File: config.mk
export PLATFORM = sky130hd
export DESIGN_NAME = com_bus_arbiter_4core
export DESIGN_NICKNAME = d
export VERILOG_FILES = /design/src/rtl/com_bus_arbiter_4core.sv
export SDC_FILE = /design/constraint.sdc
export NUM_CORES = 1
export LEC_CHECK = 0
export CAP_MARGIN = 10
export CORE_MARGIN = 3
export CORE_UTILIZATION = 58
export CTS_BUF_LIST = sky130_fd_sc_hd__clkbuf_8
export DETAILED_ROUTE_END_ITERATION = 7
export PLACE_DENSITY = 0.8
export SYNTH_ARGS = -nofsm -noshare
export SYNTH_HDL_FRONTEND = slang
export SYNTH_SLANG_ARGS = --single-unit
File: constraint.sdc
create_clock -name clk -period 3.25 [get_ports clk]
set_clock_uncertainty 0.15 [all_clocks]
set_input_delay 0.4875 -clock clk [delete_from_list [all_inputs] [get_ports clk]]
set_output_delay 0.4875 -clock clk [all_outputs]
set_load 0.01 [all_outputs]
File: src/rtl/com_bus_arbiter_4core.sv
// Coherence-bus arbiter for four cache wrappers: round-robin proc grants, nested snoop grants
// and a hold watchdog that raises a sticky error on a hung owner.
module com_bus_arbiter_4core #(
    parameter int NUM_CORES = 4,
    parameter int MAX_HOLD  = 256,
    parameter int CNT_W     = 9
) (
    input  logic                 clk,
    input  logic                 rst,
    input  logic [NUM_CORES-1:0] Com_Bus_Req_proc,
    input  logic [NUM_CORES-1:0] Com_Bus_Req_snoop,
    output logic [NUM_CORES-1:0] Com_Bus_Gnt_proc,
    output logic [NUM_CORES-1:0] Com_Bus_Gnt_snoop,
    output logic [1:0]           Bus_owner,
    output logic                 Bus_busy,
    output logic                 Arb_error
);

    // state      | meaning
    // IDLE       | no grant outstanding, arbitrate on next edge
    // PROC       | one core owns the bus for its own miss/upgrade
    // PROC_SNOOP | proc owner active plus a nested snoop responder
    // SNOOP      | only a snoop responder holds the bus
    typedef enum logic [1:0] {IDLE, PROC, PROC_SNOOP, SNOOP} state_t;

    localparam logic [CNT_W-1:0] HOLD_LIM = CNT_W'(MAX_HOLD);

    state_t                 state, state_nxt;
    logic [NUM_CORES-1:0]   gp_nxt, gs_nxt;
    logic [1:0]             owner_nxt, rr_ptr, rr_nxt, pick_idx;
    logic                   pick_vld;
    logic [CNT_W-1:0]       wd_cnt, wd_nxt;
    logic [NUM_CORES-1:0]   owner_oh, snoop_other;
    logic                   owner_req, holder_req;

    assign owner_oh    = NUM_CORES'(1) << Bus_owner;
    assign owner_req   = |(Com_Bus_Req_proc & owner_oh);
    assign holder_req  = |(Com_Bus_Req_snoop & Com_Bus_Gnt_snoop);
    assign snoop_other = Com_Bus_Req_snoop & ~owner_oh;

    // Round-robin scan starting at rr_ptr.
    always_comb begin
        pick_vld = 1'b0;
        pick_idx = 2'd0;
        for (int i = NUM_CORES - 1; i >= 0; i--) begin
            if (Com_Bus_Req_proc[2'(rr_ptr + 2'(i))]) begin
                pick_vld = 1'b1;
                pick_idx = 2'(rr_ptr + 2'(i));
            end
        end
    end

    always_comb begin
        state_nxt = state;
        gp_nxt    = Com_Bus_Gnt_proc;
        gs_nxt    = Com_Bus_Gnt_snoop;
        owner_nxt = Bus_owner;
        rr_nxt    = rr_ptr;
        case (state)
            IDLE: begin
                gp_nxt = '0;
                gs_nxt = '0;
                if (|Com_Bus_Req_snoop) begin
                    state_nxt = SNOOP;
                    gs_nxt    = Com_Bus_Req_snoop & (~Com_Bus_Req_snoop + NUM_CORES'(1));
                end else if (pick_vld) begin
                    state_nxt = PROC;
                    gp_nxt    = NUM_CORES'(1) << pick_idx;
                    owner_nxt = pick_idx;
                end
            end
            PROC: begin
                if (!owner_req) begin
                    state_nxt = IDLE;
                    gp_nxt    = '0;
                    rr_nxt    = Bus_owner + 2'd1;
                end else if (|snoop_other) begin
                    state_nxt = PROC_SNOOP;
                    gs_nxt    = snoop_other & (~snoop_other + NUM_CORES'(1));
                end
            end
            PROC_SNOOP: begin
                // Both dropping together ends the whole transaction.
                if (!holder_req && !owner_req) begin
                    state_nxt = IDLE;
                    gp_nxt    = '0;
                    gs_nxt    = '0;
                    rr_nxt    = Bus_owner + 2'd1;
                end else if (!holder_req) begin
                    state_nxt = PROC;
                    gs_nxt    = '0;
                end else if (!owner_req) begin
                    state_nxt = SNOOP;
                    gp_nxt    = '0;
                    rr_nxt    = Bus_owner + 2'd1;
                end
            end
            SNOOP: begin
                if (!holder_req) begin
                    state_nxt = IDLE;
                    gs_nxt    = '0;
                end
            end
            default: begin
                state_nxt = IDLE;
                gp_nxt    = '0;
                gs_nxt    = '0;
            end
        endcase
    end

    // Watchdog counts cycles the current grant pattern has been visible.
    always_comb begin
        wd_nxt = wd_cnt;
        if (!(|(gp_nxt | gs_nxt)))
            wd_nxt = '0;
        else if ((gp_nxt != Com_Bus_Gnt_proc) || (gs_nxt != Com_Bus_Gnt_snoop))
            wd_nxt = CNT_W'(1);
        else if (wd_cnt != HOLD_LIM)
            wd_nxt = wd_cnt + CNT_W'(1);
    end

    always_ff @(posedge clk) begin
        if (rst) begin
            state             <= IDLE;
            Com_Bus_Gnt_proc  <= '0;
            Com_Bus_Gnt_snoop <= '0;
            Bus_owner         <= 2'd0;
            Bus_busy          <= 1'b0;
            Arb_error         <= 1'b0;
            rr_ptr            <= 2'd0;
            wd_cnt            <= '0;
        end else begin
            state             <= state_nxt;
            Com_Bus_Gnt_proc  <= gp_nxt;
            Com_Bus_Gnt_snoop <= gs_nxt;
            Bus_owner         <= owner_nxt;
            Bus_busy          <= |(gp_nxt | gs_nxt);
            rr_ptr            <= rr_nxt;
            wd_cnt            <= wd_nxt;
            if (wd_nxt == HOLD_LIM)
                Arb_error <= 1'b1;
        end
    end

endmodule

Word level (Yosys, flattened, before mapping):

Index checks and enable logic that the tools add are counted.

* magnitude comparators: 4
* reduce and logical (&&, ||, !) cells: 14
* shifts and indexed selects: 2
* mux-type cells: 44
* bitwise operators: 10
* equality and inequality tests: 12
* add/subtract/negate cells: 7

Operator list (count)
* two-way mux 4 bit: 10
* two-way mux 2 bit: 15
* two-way mux 9 bit: 3
* AND 4 bit: 5
* OR reduction 4 bit: 5
* case mux 4 bit (4 select lines): 1
* less-than comparator 2 x 3 -> 1 bit, second input constant: 4
* inverter 4 bit: 3
* case mux 4 bit (3 select lines): 1
* adder 9 x 1 -> 9 bit, second input constant: 1
* equality test 9 bit, second input constant: 1
* inequality test 3 bit, second input constant: 3
* inequality test 9 bit, second input constant: 1
* adder 4 x 1 -> 4 bit, second input constant: 2
* binary-select mux 1 bit (select 2 bit): 4
* two-way mux 1 bit: 8
* inequality test 4 bit: 2
* case mux 2 bit (4 select lines): 1
* left shift 1 x 2 -> 4 bit, first input constant: 2
* adder 2 x 1 -> 2 bit, second input constant: 2
* adder 2 bit, second input constant: 2
* equality test 2 bit, second input constant: 2
* inequality test 4 bit, second input constant: 1
* bitwise OR 4 bit: 1
* 12 further kinds: 13

* bits in registers: 25
* logic and storage cells: 101

Logic depth before layout (Yosys ltp):

* word-level depth: 16
* mapped depth: 9
* mapped depth without buffers: 9

Worst setup path after synthesis:

OpenSTA, ideal clock, no wires.

* path type: input to register
* start: in Com_Bus_Req_proc[2]
* end: reg Arb_error
* arrival time: 2.284 ns
* cell stages on the path: 8
* required time: 3.024 ns
* library setup time: 0.076 ns
* path buffers: 1
* setup slack: 0.740 ns
* cell sequence: or4_1 nand3_1 and3b_1 buf_2 o211a_1 nor4_4 nand4_2 o22ai_2

* longest elaborated chain between the ends: 15

RTL lines
* start, declared: line 10 `input logic [NUM_CORES-1:0] Com_Bus_Req_proc,`
* binary-select mux 1 bit (select 2 bit): line 46 `if (Com_Bus_Req_proc[2'(rr_ptr + 2'(i))]) begin`
* two-way mux 1 bit (implied by the code): line 46
* two-way mux 2 bit (4 in a row): line 46
* left shift 1 x 2 -> 4 bit: line 68 `gp_nxt = NUM_CORES'(1) << pick_idx;`
* two-way mux 4 bit: line 66 `end else if (pick_vld) begin`
* two-way mux 4 bit: line 63 `if (|Com_Bus_Req_snoop) begin`
* case mux 4 bit (3 select lines): line 59 `case (state)`
* inequality test 4 bit: line 117 `else if ((gp_nxt != Com_Bus_Gnt_proc) || (gs_nxt != Com_Bus_Gnt_snoop))`
* logical OR 1 bit: line 117
* two-way mux 9 bit: line 117
* two-way mux 9 bit *: line 115 `if (!(|(gp_nxt | gs_nxt)))`
* equality test 9 bit *: line 141 `if (wd_nxt == HOLD_LIM)`
* end signal, assigned: line 130 `Arb_error <= 1'b0;`
* end signal, assigned: line 142 `Arb_error <= 1'b1;`
* end, declared: line 16 `output logic Arb_error`

Mark *: on every way between the ends. The rest lies on a longest branch, timed or not. The select of a mux whose other input is x is not followed.
A chain may end at the register's enable or synchronous reset.

Worst setup path in the final report:

* start: in Com_Bus_Req_snoop[1]
* end: reg Arb_error

* longest elaborated chain between the ends: 12

RTL lines
* start, declared: line 11 `input logic [NUM_CORES-1:0] Com_Bus_Req_snoop,`
* AND 4 bit: line 39 `assign snoop_other = Com_Bus_Req_snoop & ~owner_oh;`
* inverter 4 bit: line 79 `gs_nxt = snoop_other & (~snoop_other + NUM_CORES'(1));`
* adder 4 x 1 -> 4 bit: line 79
* AND 4 bit: line 79
* two-way mux 4 bit: line 77 `end else if (|snoop_other) begin`
* two-way mux 4 bit: line 73 `if (!owner_req) begin`
* case mux 4 bit (4 select lines): line 59
* inequality test 4 bit: line 117
* logical OR 1 bit: line 117
* two-way mux 9 bit: line 117
* two-way mux 9 bit *: line 115
* equality test 9 bit *: line 141

Mark *: on every way between the ends. The rest lies on a longest branch, timed or not.

==> Implementation_results.wiki <==
{| class="wikitable"
! Metric !! Value
|-
| First-pass GRT wire length || 8.22 mm
|-
| Register bit count reported by yosys || 25
|-
| Clock sink count || 25
|-
| Post-synth EDFFs || 0
|-
| Final Critical Period || between 3 and 4 ns
|-
| Clk root buf || sky130_fd_sc_hd__clkbuf_8
|-
| Area of the multi-input gates || approximately 1200 um^2
|-
| Worst min path class || register to register
|-
| Overall power consumption || 772 uW
|-
| Outcome || complete, no violations
|-
| RSZ-0062 raised after global routing || no
|-
| Iter 0 DRT Violations || between 150 and 200
|-
| Cell area power density || ~360 nW/um^2
|-
| Number of levels in the clock H-tree || 1
|-
| Critical Path RT || 3.30 ns
|-
| Final wirelength || a little under 5 mm
|-
| Top FF cell, synth || sky130_fd_sc_hd__dfxtp_1
|-
| Core area || ~2900 um^2
|-
| Net count after synthesis || between 200 and 250
|-
| Total standard cell area after synthesis || roughly 1800 um^2
|-
| Remaining number of nets flagged by the antenna check after routing || 0
|-
| Number of cells upsized or downsized after cts || 0
|-
| Unique cell type count in the Yosys netlist || 60
|-
| Share of the clock period used by the worst path after layout || approximately 95%
|-
| Fraction of final layout cells with drive strength greater than 1 || 11.7%
|-
| Half-perimeter wire length after placement || about 3.8 mm
|-
| Ys async rst share || 0%
|-
| Nature of the critical path endpoint || register
|-
| Clock buffer count from CTS || 3
|-
| Horizontal die dimension || between 60 and 70 um
|-
| Boundary pin count || 22
|-
| Sequential fraction of the synthesis area || 28.0%
|-
| Total Nets Final || ~280
|-
| Sequential cell area || between 500 and 600 um^2
|-
| Cell count after synthesis || 230
|-
| Dominant delay contributor by cell family on the critical path || simple AND/OR/NAND/NOR gates
|-
| TritonCTS clock tree || done
|-
| Number of rows created at floorplan || 19
|-
| DRC || 0
|-
| Reported max-cap violation count || 0
|-
| Yosys warns || 0
|-
| First-pass iteration count of the detailed router || 8
|-
| Standard cell with the maximum stage delay on the critical path || sky130_fd_sc_hd__clkdlybuf4s50_1
|-
| Standard cell area after detailed placement || between 2000 and 2500 um^2
|-
| Mean cell area of the mapped netlist || around 8 um^2
|-
| Core Util, Final || between 70% and 80%
|-
| Maximum vdd drop || approximately 0.22 mV
|-
| Max Slew Vio Count || 0
|-
| Commonest non-fill, non-tap cell in the layout || sky130_fd_sc_hd__nor2_1
|-
| Startpoint kind of the worst setup timing path || input port
|-
| Top library cells by usage in the layout, fill and taps aside || 30 x sky130_fd_sc_hd__nor2_1, 25 x sky130_fd_sc_hd__dfxtp_1, 21 x sky130_fd_sc_hd__clkdlybuf4s50_1
|-
| Max frequency || about 0.32 GHz
|-
| Routed length per instance || ~17 um
|-
| Number of filler instances in the final layout || 219
|-
| Critical Path Max Stage Delay || between 0.4 and 0.5 ns
|-
| Global Route Usage Sum || approximately 28%
|-
| Area of the die || roughly 3800 um^2
|-
| Cells along the critical path || clkdlybuf4s50_1 > nor4_2 > nand3_1 > buf_4 > and3b_1 > a21oi_1 > a2111oi_2 > nand4_2 > o22ai_2
|-
| Via count of the first global-routing pass || around 1.8k
|-
| Maximum clock path buffer count || 2
|-
| Actual slew at the worst max-slew pin || 0.489 ns
|-
| Post-route cell area || 2170 um^2
|-
| Global placer's final weighted congestion || between 0.9 and 1
|-
| Endpoints failing setup || 0
|-
| Remaining max-slew budget at the tightest pin || about two thirds
|-
| Sum of negative setup slack || 0 ns
|-
| Data arrival time at the worst-slack endpoint || approximately 3.1 ns
|-
| Crit Path Max Fanout || 9
|-
| Hold Vio Cnt, Final || 0
|-
| Clk slew on worst S/H paths || 0.09 ns
|-
| Die height || approximately 62 um
|-
| Number of vias in the routed layout || slightly below 2k
|-
| GRT overflow || 0
|-
| Starting Density || a little over three fifths
|-
| Antenna fix cells || 0
|-
| Initial antenna violation count || 0
|-
| Synthesis-to-finish area growth || 21.5%
|-
| LEAKAGE || approximately 0.00082 uW
|-
| Combined buffer and inverter count along the critical path || 2
|-
| Port bufs || 21
|-
| Pin count of the biggest net entering global routing || 16
|-
| Critical path start-end classification || input port to register
|-
| Clock Latency Late Sink || about 0.27 ns
|-
| DR vias/cell || 6.62
|}
==> metal layers <==
metal | wire length (um) | vias up | track usage (%)
met2 | 2300 | 133 | 45.3
met5 | 0 | - | 0
met1 | 2080 | 889 | 36.7
met3 | 458 | 20 | 6.50
met4 | 127 | 0 | 11.2
li1 | - | 912 | -
==> synth_stat cells, drive strengths merged (2+ instances only) <==
cell type  instances  area share (%)
a2111oi            3             1.8
a211oi             3             1.3
a21oi             14             3.9
a221o              2             1.1
a221oi             2            0.98
a22o               2            0.98
a22oi              4             1.7
a2bb2oi            2            0.98
a311oi             2            0.98
a31oi              2            0.70
a41oi              2            0.98
and3               5             1.7
buf                6             2.3
clkbuf             4            0.84
dfxtp             25              28
ha                 6             4.2
inv               17             3.6
nand2             13             2.7
nand2b             6             2.1
nand3             15             4.2
nand3b             2            0.84
nand4              3             1.4
nor2              30             6.3
nor2b              2            0.70
nor3               3            0.84
nor4               4             2.6
o211ai             2            0.84
o21a               2            0.84
o21ai              9             2.5
o2bb2ai            2            0.98
o31ai              4             1.7
or2                2            0.70
or4                4             1.9
xnor2              6             2.9
xor2               4             2.0
==> state kept, by name, summed over array words and instances (netlist names), named ones only <==
name / flops
wd_cnt: 9
Com_Bus_Gnt_proc: 4
Com_Bus_Gnt_snoop: 4
Bus_owner: 2
state: 2
Arb_error: 1
Bus_busy: 1
rr_ptr: 1
==> through the flow <==
stage / instances / hold WS, ns / setup WS (ns)
final: 295 / 0.351 / 0.162
after global routing: 295 / 0.367 / 0.00993
after CTS: 295 / 0.351 / 0.217
after detailed placement: 291 / 0.336 / -0.0555
after global placement: 291 / 0.324 / 0.0755
after floorplan: 230 / 0.327 / 0.740
==> path summary, 6_finish.rpt <==
kind,start,endpoint,slack (ns),cells past startpoint
worst max-delay path,Com_Bus_Req_snoop[1],Arb_error,0.16,9
worst max register to register,Bus_owner[0],Arb_error,0.29,10
worst min register to register,Arb_error,Arb_error,0.35,2
worst min-delay path,Arb_error,Arb_error,0.35,2
==> logic make-up (layout without fill, tap and decap cells) <==
family	Yosys count	after routing	synth area share, %
XOR/XNOR	10	10	4.89
multiplexers	2	2	1.19
adder cells (fa/ha/maj)	6	6	4.19
buffers and inverters	27	61	6.71
AO/OA/AOI/OAI	66	66	27.0
AND/OR/NAND/NOR	94	94	28.0
flip-flops	25	25	28.0
==> cell type report <==
class / count / share of cell area [%]
multi-input combinational: 178 / 53.8
sequential: 25 / 23.0
timing repair buffer: 40 / 16.2
inverter: 17 / 2.93
clock buffer: 3 / 1.90
tap: 31 / 1.78
clock inverter: 1 / 0.345
==> repair_timing <==
| action | in CTS | in global routing |
|---|---|---|
| hold buffers | 0 | 0 |
| endpoints found under the setup margin | 0 | 8 |
| setup buffers | 0 | 0 |
==> worst reg2reg max path, delay by kind of cell, from the launching register on <==
family / cells / cell delay [ns]
buf+inv: 2 / 0.30
simple gates: 1 / 0.26
fa+ha+maj: 1 / 0.24
compound gates: 6 / 1.44
flops: 1 / 0.46
==> report_power, final <==
| group | internal (uW) | switching, uW | leakage, uW |
|---|---|---|---|
| sequential | 322 | 26.8 | 0.000203 |
| clock | 86.9 | 104 | 0.0000217 |
| combinational | 99.7 | 133 | 0.000591 |
| total | 508 | 264 | 0.000815 |
Note: power is estimated with default switching activity, not from simulation.
